$ cat src/rtl/regfile_writeback_queue.sv
// Register file writeback queue: merges ALU and mult/div writeback requests
// into a small in-order queue, drains one entry per cycle onto the register
// file write port, and forwards queued values to the two read ports.
module regfile_writeback_queue #(
    parameter int DEPTH = 4,
    parameter int CNT_W = 3
) (
    input  logic             clock,
    input  logic             ctrl_reset,
    input  logic             alu_valid,
    input  logic [4:0]       alu_reg,
    input  logic [31:0]      alu_data,
    output logic             alu_ready,
    input  logic             md_valid,
    input  logic [4:0]       md_reg,
    input  logic [31:0]      md_data,
    output logic             md_ready,
    output logic             ctrl_writeEnable,
    output logic [4:0]       ctrl_writeReg,
    output logic [31:0]      data_writeReg,
    input  logic [4:0]       ctrl_readRegA,
    input  logic [4:0]       ctrl_readRegB,
    input  logic [31:0]      rf_dataA,
    input  logic [31:0]      rf_dataB,
    output logic [31:0]      fwd_dataA,
    output logic [31:0]      fwd_dataB,
    output logic [CNT_W-1:0] pending_count
);

    localparam int PTR_W = $clog2(DEPTH);
    localparam logic [CNT_W-1:0] DEPTH_C = CNT_W'(DEPTH);

    logic [4:0]       entry_reg_q  [DEPTH];
    logic [31:0]      entry_data_q [DEPTH];
    logic [PTR_W-1:0] rd_ptr_q, rd_ptr_d;
    logic [PTR_W-1:0] wr_ptr_q, wr_ptr_d;
    logic [CNT_W-1:0] count_q, count_d;

    logic [CNT_W-1:0] free_cnt;
    logic [CNT_W-1:0] md_need;
    logic             alu_enq;
    logic             md_enq;
    logic             pop;
    logic [PTR_W-1:0] md_slot;

    // Handshake, enqueue/pop decisions and next pointer/count values.
    // Readiness looks only at current occupancy; a pop in the same cycle
    // does not free a slot for this cycle's requests.
    always_comb begin
        free_cnt  = DEPTH_C - count_q;
        md_need   = (alu_valid && alu_reg != 5'd0) ? CNT_W'(2) : CNT_W'(1);
        alu_ready = (free_cnt >= CNT_W'(1));
        md_ready  = (free_cnt >= md_need);
        alu_enq   = alu_valid && alu_ready && (alu_reg != 5'd0);
        md_enq    = md_valid && md_ready && (md_reg != 5'd0);
        pop       = (count_q != '0);
        md_slot   = wr_ptr_q + (alu_enq ? PTR_W'(1) : PTR_W'(0));
        rd_ptr_d  = rd_ptr_q + (pop ? PTR_W'(1) : PTR_W'(0));
        wr_ptr_d  = md_slot + (md_enq ? PTR_W'(1) : PTR_W'(0));
        count_d   = count_q + CNT_W'(alu_enq) + CNT_W'(md_enq) - CNT_W'(pop);
    end

    // Pointer and occupancy registers.
    always_ff @(posedge clock) begin
        if (ctrl_reset) begin
            rd_ptr_q <= '0;
            wr_ptr_q <= '0;
            count_q  <= '0;
        end else begin
            rd_ptr_q <= rd_ptr_d;
            wr_ptr_q <= wr_ptr_d;
            count_q  <= count_d;
        end
    end

    // Entry storage; ALU lands first (older), mult/div in the following slot.
    always_ff @(posedge clock) begin
        if (!ctrl_reset) begin
            if (alu_enq) begin
                entry_reg_q[wr_ptr_q]  <= alu_reg;
                entry_data_q[wr_ptr_q] <= alu_data;
            end
            if (md_enq) begin
                entry_reg_q[md_slot]  <= md_reg;
                entry_data_q[md_slot] <= md_data;
            end
        end
    end

    // Write port driven straight from the queue head; zeros when empty.
    always_comb begin
        ctrl_writeEnable = pop;
        ctrl_writeReg    = 5'd0;
        data_writeReg    = 32'd0;
        if (pop) begin
            ctrl_writeReg = entry_reg_q[rd_ptr_q];
            data_writeReg = entry_data_q[rd_ptr_q];
        end
    end

    // Forwarding: scan oldest to youngest so the youngest match wins.
    always_comb begin
        logic [PTR_W-1:0] idx;
        idx       = '0;
        fwd_dataA = rf_dataA;
        fwd_dataB = rf_dataB;
        for (int i = 0; i < DEPTH; i++) begin
            idx = rd_ptr_q + PTR_W'(i);
            if (CNT_W'(i) < count_q) begin
                if (ctrl_readRegA != 5'd0 && entry_reg_q[idx] == ctrl_readRegA)
                    fwd_dataA = entry_data_q[idx];
                if (ctrl_readRegB != 5'd0 && entry_reg_q[idx] == ctrl_readRegB)
                    fwd_dataB = entry_data_q[idx];
            end
        end
    end

    assign pending_count = count_q;

endmodule

$ cat config.mk
export PLATFORM = sky130hd
export DESIGN_NAME = regfile_writeback_queue
export DESIGN_NICKNAME = d
export VERILOG_FILES = /design/src/rtl/regfile_writeback_queue.sv
export SDC_FILE = /design/constraint.sdc
export NUM_CORES = 1
export LEC_CHECK = 0
export BUFFER_PORTS_ARGS = -buffer_cell sky130_fd_sc_hd__buf_2
export CORE_ASPECT_RATIO = 0.5
export CORE_MARGIN = 4
export CORE_UTILIZATION = 25
export CTS_CLUSTER_DIAMETER = 80
export DETAILED_ROUTE_END_ITERATION = 16
export SETUP_SLACK_MARGIN = 0.1
export SYNTH_ARGS = -nofsm -noshare
export SYNTH_HDL_FRONTEND = slang
export SYNTH_SLANG_ARGS = --single-unit
$ cat constraint.sdc
create_clock -name clock -period 8 [get_ports clock]
set_clock_uncertainty 0.15 [all_clocks]
set_input_delay 1.2 -clock clock [delete_from_list [all_inputs] [get_ports clock]]
set_output_delay 1.2 -clock clock [all_outputs]
set_load 0.03 [all_outputs]
==> reports/metrics.yaml, run 1 <==
clocking:
  clk_pin_slew_ns: 0.07
  root_buffer: "clkbuf_16"
  cts-resized-gates: 0
  ctsHtreeMaxLevel: 4
  cts_hold_buf: 0
  cts_sinks: 155
  clock_path_buffers: 2
  cts_buffers: 17
  cts_tree: "built"
  cts_setup_buffers: 0
  clock_latency_ns: 0.43
critical_path:
  reg2reg_to: "entry_data_q[3][23]$_DFFE_PP_"
  rrSetupSlack_ns: 3.66
  crit_fanout: 68
  crit_arrival_ns: 4.60
  crit_path_end_kind: "primary output"
  r2r-start: "pending_count[0]$_SDFF_PP0_"
  crit_end: "fwd_dataA[25]"
  path_cells: "buf_4, buf_4, mux2_2, o21ai_0, o21ai_0, a21oi_1, o21ai_1, buf_2"
  cp-start-kind: "flip-flop"
  cpPeakStageDelay_ns: 0.86
  required_ns: 6.65
  path_class: "flip-flop to primary output"
  slowest_stage: "buf_4"
  reg2reg_depth: 12
  crit_path_start: "rd_ptr_q[1]$_SDFF_PP0_"
finish:
  fillers: 5665
  nNetsFinal: 1767
  final_common_cell: "buf_2"
  multi_input_area_mm2: 0.00839
  syn2layout_area_growth_pct: 17.3
  layout-drive-gt1-share_pct: 34.4
  layout_common_cells: "buf_2 (258), mux2_2 (203), edfxtp_1 (148)"
  regArea_mm2: 0.00459
global_routing:
  grt.total_usage_pct: 17.7
  grt_max_degree: 79
  grt_pass1_vias: 11624
  antenna_found_initial: 15
  grt_overflow_total: 0
  grt_pass1_wl_um: 79000
placed_design:
  dp_hpwl_um: 40600
  post-place-ws_ns: 2.56
  numPortBuffers: 258
  gp_congestion: 0.956
timing:
  worst_slack_ns: 2.05
  tns_ns: 0
  fmax_ghz: 0.168
  final_hold_viol_count: 0
  slew_viol_final: 0
  period_needed_ns: 5.95
  worst_slew_pin_slew_ns: 1.11
  rsz0062_at_grt: "false"
  fin_crit_sh_pct: 74.4
  max_slew_margin_pct: 26.3
  setup_violations: 0
power:
  vdd_drop_max_v: 0.000181
  p_comb_share_pct: 62.5
  power.leakage_nw: 5.87
  switchingPower_mw: 2.95
  clock_power_share_pct: 14.5
  power.density_mw_per_mm2: 351
  power_mw: 5.62
  p_sw_share_pct: 52.4
  power_frac_seq_pct: 23.0
  internal-power_mw: 2.67
yosys:
  postSynthAreaPerCell_um2: 9.56
  postSynthCellCount: 1430
  synth_ff_type: "edfxtp_1"
  synth-compound-area-share_pct: 16.8
  syn-cell-area_mm2: 0.0137
  seq_area_frac_synth_pct: 33.5
  ys_seq_elements: 155
  yosys_warnings: 0
  synth_adder_area_share_pct: 1.30
  synth_top_family_by_area: "multiplexers"
  yosys.area_share.simple_pct: 11.3
  synthXorXnorAreaFrac_pct: 3.20
  synth-async-reset-ratio_pct: 0
  syn_nets: 1595
  ys_types: 70
  synth-edff-count: 148
  muxShareOfSynthArea_pct: 28.4
routing:
  num_vias: 12494
  drt_pass1_iterations: 6
  via_per_inst: 5.33
  antenna_left: 0
  routed_wl_um: 54600
  routedWlPerCell_um: 23.3
  drc: 0
  dr.first_iter.drc_count: 1739
floorplan:
  io_pins: 259
  core_mm2: 0.0539
  die_w_um: 339
  dieHeight_um: 173
  row_count: 60
  dieArea_mm2: 0.0587
  start_util_pct: 25.4
outcome:
  outcome: "completed"
run:
  drv_cap: 0
worst_hold_path:
  hp-class: "flip-flop to flip-flop"
final cells by class:
class	count	area share, %
Timing Repair Buffer	282	9.18
Sequential cell	155	28.6
Tap cell	713	5.57
Inverter	13	0.312
Antenna cell	14	0.219
Clock inverter	15	1.07
Clock buffer	17	2.65
Multi-Input combinational cell	1133	52.4
state kept, by name, summed over array words and instances, names as in the netlist:
name and count:
entry_data_q 128, entry_reg_q 20, pending_count 3, rd_ptr_q 2, wr_ptr_q 2
power by group through the flow:
stage | registers, mW | logic [mW] | clock network [mW]
floorplan | 1.22 | 2.48 | 0
global placement | 1.30 | 3.45 | 0
detailed placement | 1.30 | 3.45 | 0
CTS | 1.29 | 3.46 | 0.820
global route | 1.31 | 3.72 | 0.858
finish | 1.29 | 3.51 | 0.815
Yosys cell counts, types with 11 or more instances:
master    instances  area (um^2)
buf_6            13          146
or3_1            12         75.1
buf_4            12         90.1
a22oi_1          12         90.1
ha_1             11          138
inv_1            13         48.8
buf_2            30          150
and2_1           17          106
o31ai_1          25          188
edfxtp_1        148         4440
xnor2_1          24          210
o21ai_1          52          260
nor2_1          141          529
mux2_2          203         2290
clkbuf_1         52          195
o21ai_0         108          541
mux2i_1         129         1290
buf_1            17         63.8
xor2_1           26          228
nand2_1         106          398
nor3_1           20          100
o21bai_1         18          135
a21oi_1         113          566
critical path: cells and delay by family (launching register included):
kind,cells,cell delay [ns]
buffers and inverters,3,1.77
flip-flops,1,0.74
multiplexers,1,0.43
AO/OA/AOI/OAI,4,1.15
cells by family after synthesis:
group	count (synthesis)
buffers and inverters	142
AO/OA/AOI/OAI	381
flip-flops	155
multiplexers	345
adder cells (fa/ha/maj)	13
XOR/XNOR	50
AND/OR/NAND/NOR	344
worst min-delay path by stage:
| stage | start | end | slack [ns] | depth (start not counted) |
|---|---|---|---|---|
| final | rd_ptr_q[1]$_SDFF_PP0_ | rd_ptr_q[1]$_SDFF_PP0_ | 0.67 | 2 |
| after global routing | rd_ptr_q[1]$_SDFF_PP0_ | rd_ptr_q[1]$_SDFF_PP0_ | 0.72 | 2 |
| after CTS | rd_ptr_q[1]$_SDFF_PP0_ | rd_ptr_q[1]$_SDFF_PP0_ | 0.67 | 2 |
| after detailed placement | rd_ptr_q[1]$_SDFF_PP0_ | rd_ptr_q[1]$_SDFF_PP0_ | 0.66 | 2 |
| after global placement | pending_count[1]$_SDFF_PP0_ | pending_count[1]$_SDFF_PP0_ | 0.65 | 3 |
| after floorplan | rd_ptr_q[0]$_SDFF_PP0_ | rd_ptr_q[0]$_SDFF_PP0_ | 0.55 | 2 |
metrics by stage:
stage | utilization, % | cell area (um^2) | instances | hold WS [ns]
6_report | 29.7 | 16000 | 2342 | 0.672
2_1_floorplan | - | 13700 | 1430 | 0.555
3_3_place_gp | 28.6 | 15400 | 2296 | 0.647
4_1_cts | 29.7 | 16000 | 2328 | 0.670
5_1_grt | 29.7 | 16000 | 2342 | 0.721
3_5_place_dp | 28.6 | 15400 | 2296 | 0.660
routing by layer:
layer | vias to the layer above | global-route usage [%] | wire length (um)
met5 | - | 0 | 7
met4 | 2 | 7.45 | 2120
met3 | 109 | 2.88 | 4700
met2 | 646 | 27.7 | 24800
met1 | 6067 | 24.2 | 23000
li1 | 5670 | - | -
(Power assumes the default switching activity.)
==> inputs of run 2 (changes only) <==
==> constraint.sdc (replaced) <==
create_clock -name clock -period 5.2 [get_ports clock]
set_clock_uncertainty 0.15 [all_clocks]
set_input_delay 0.78 -clock clock [delete_from_list [all_inputs] [get_ports clock]]
set_output_delay 0.78 -clock clock [all_outputs]
set_load 0.03 [all_outputs]
==> reports/metrics.yaml, run 2 (synthesis results as in run 1) <==
routing:
  top_layer: "met5"  # unchanged
  wl_met1_um: 23100  # was 23000 um
  drt_pass1_iterations: 6  # unchanged
  routedWlPerCell_um: 23.0  # was 23.3 um
  drc: 0  # unchanged
  met2_length_um: 25200  # was 24800 um
  met3_length_um: 4000  # was 4700 um
  dr.first_iter.drc_count: 1935  # was 1739
  via_per_inst: 5.35  # was 5.33
  antenna_left: 0  # unchanged
  routed_wl_um: 54400  # was 54600 um
  num_vias: 12649  # was 12494
timing:
  worst_slew_pin_slew_ns: 0.944  # was 1.11 ns
  tns_ns: 0  # unchanged
  period_needed_ns: 4.99
  worst_slack_ns: 0.209  # was 2.05 ns
  slew_viol_final: 0  # unchanged
  setup_violations: 0  # unchanged
  rsz0062_at_grt: "false"  # unchanged
  max_slew_margin_pct: 36.4  # was 26.3%
  final_hold_viol_count: 0  # unchanged
  fin_crit_sh_pct: 96.0
  fmax_ghz: 0.200
clocking:
  cts_tree: "built"  # unchanged
  cts_sinks: 155  # unchanged
  cts_hold_buf: 0  # unchanged
  clock_path_buffers: 2  # unchanged
  ctsHtreeMaxLevel: 4  # unchanged
  cts_buffers: 17  # unchanged
  clk_pin_slew_ns: 0.08  # was 0.07 ns
  clock_latency_ns: 0.44  # was 0.43 ns
  root_buffer: "clkbuf_16"  # unchanged
critical_path:
  cp_top_family: "compound AO/OA/AOI/OAI gates"  # was buffers and inverters
  crit_fanout: 17  # was 68
  crit_arrival_ns: 4.06  # was 4.60 ns
  path_class: "flip-flop to primary output"  # unchanged
  cp-start-kind: "flip-flop"  # unchanged
  slowest_stage: "o41ai_1"  # was buf_4
  path_buf_inv: 2  # was 3
  cpPeakStageDelay_ns: 0.79  # was 0.86 ns
  crit_path_end_kind: "primary output"  # unchanged
  path_cells: "inv_1, ha_1, a21oi_1, nand2_1, a211o_1, o41ai_1, o21bai_1, buf_2"  # was buf_4, buf_4, mux2_2, o21ai_0, o21ai_0, a21oi_1, o21ai_1, buf_2
  required_ns: 4.27  # was 6.65 ns
floorplan:
  io_pins: 259  # unchanged
  start_util_pct: 25.4  # unchanged
  dieArea_mm2: 0.0587  # unchanged
  die_w_um: 339  # unchanged
  core_mm2: 0.0539  # unchanged
  dieHeight_um: 173  # unchanged
  row_count: 60  # unchanged
placed_design:
  numPortBuffers: 258  # unchanged
  dp_hpwl_um: 40900  # was 40600 um
  post-place-ws_ns: 0.601  # was 2.56 ns
  gp_congestion: 0.997  # was 0.956
global_routing:
  antenna_found_initial: 13  # was 15
  grt.total_usage_pct: 17.7  # about the same
  grt_max_degree: 109  # was 79
  grt_pass1_wl_um: 79300  # was 79000 um
  grt_overflow_total: 0  # unchanged
  grt_pass1_vias: 11753  # was 11624
finish:
  multi_input_area_mm2: 0.00841  # was 0.00839 mm^2
  layout_common_cells: "buf_2 (258), mux2_2 (203), edfxtp_1 (148)"  # unchanged
  fillers: 5660  # was 5665
  syn2layout_area_growth_pct: 19.3  # was 17.3%
  regMostFlops: "entry_data_q"  # unchanged
  nNetsFinal: 1789  # was 1767
  regArea_mm2: 0.00459  # unchanged
  final_common_cell: "buf_2"  # unchanged
  largest_reg_flops: 128  # unchanged
  layout-drive-gt1-share_pct: 35.3  # was 34.4%
run:
  drv_cap: 0  # unchanged
power:
  vdd_drop_max_v: 0.000338  # was 0.000181 V
  power.leakage_nw: 6.01  # was 5.87 nW
  power.density_mw_per_mm2: 539  # was 351 mW/mm^2
  power_mw: 8.79  # was 5.62 mW
outcome:
  outcome: "completed"  # unchanged
worst_hold_path:
  hp-class: "input pin to flip-flop"  # was flip-flop to flip-flop
[run 2: cell count changes in the layout (fill, tap and decap cells not counted), sizes merged]
cell,delta
buf,+21
clkbuf,+1
diode,+1
[run 2: cell type report]
cell class,instances,share of cell area [%]
clock inverters,15,1.06
repair buffers,304,10.6
inverters,13,0.307
diodes,15,0.230
clock buffers,17,2.61
flip-flops and latches,155,28.2
multi-input cells,1133,51.6
well taps,713,5.47
[run 2: path summary, 6_finish.rpt]
check | start | end | slack, ns | cells past startpoint
max | pending_count[2]$_SDFF_PP0_ | fwd_dataA[8] | 0.21 | 8
min | alu_data[28] | entry_data_q[0][28]$_DFFE_PP_ | 0.53 | 2
max reg2reg | pending_count[0]$_SDFF_PP0_ | entry_data_q[2][31]$_DFFE_PP_ | 1.29 | 12
min reg2reg | pending_count[1]$_SDFF_PP0_ | pending_count[1]$_SDFF_PP0_ | 0.66 | 3
[run 2: worst reg2reg max path: stages, from the launching register on]
cell and delay [ns]:
dfxtp_1 0.47, inv_1 0.18, ha_1 0.24, ha_1 0.28, nor4b_1 0.21, inv_1 0.10, nand2b_1 0.27, inv_1 0.09
ha_1 0.35, nor3b_1 0.41, nand2_2 0.14, buf_4 0.36, mux2_2 0.41
[run 2: what timing repair did]
action	CTS	global route
setup endpoints to repair	0	45
setup buffers	0	1
gates resized for setup	0	3
[run 2: where the power goes]
part	internal, mW	switching (mW)	leakage [nW]
sequential	1.71	0.199	1.41
combinational	1.83	3.77	4.30
clock	0.652	0.628	0.295
total	4.19	4.59	6.01
[run 2: per-stage QoR]
stage	util [%]	instances	area [um^2]	hold slack, ns
detailed placement	29.0	2317	15600	0.656
CTS	30.1	2349	16200	0.518
floorplan	-	1430	13700	0.555
global placement	29.0	2317	15600	0.630
finish	30.2	2365	16300	0.528
global route	30.2	2363	16300	0.522
[run 2: layer usage]
| metal | up-vias | GRT usage [%] |
|---|---|---|
| li1 | 5722 | - |
| met1 | 6182 | 23.6 |
| met2 | 628 | 28.5 |
| met3 | 115 | 3.08 |
| met4 | 2 | 7.08 |
| met5 | - | 0 |
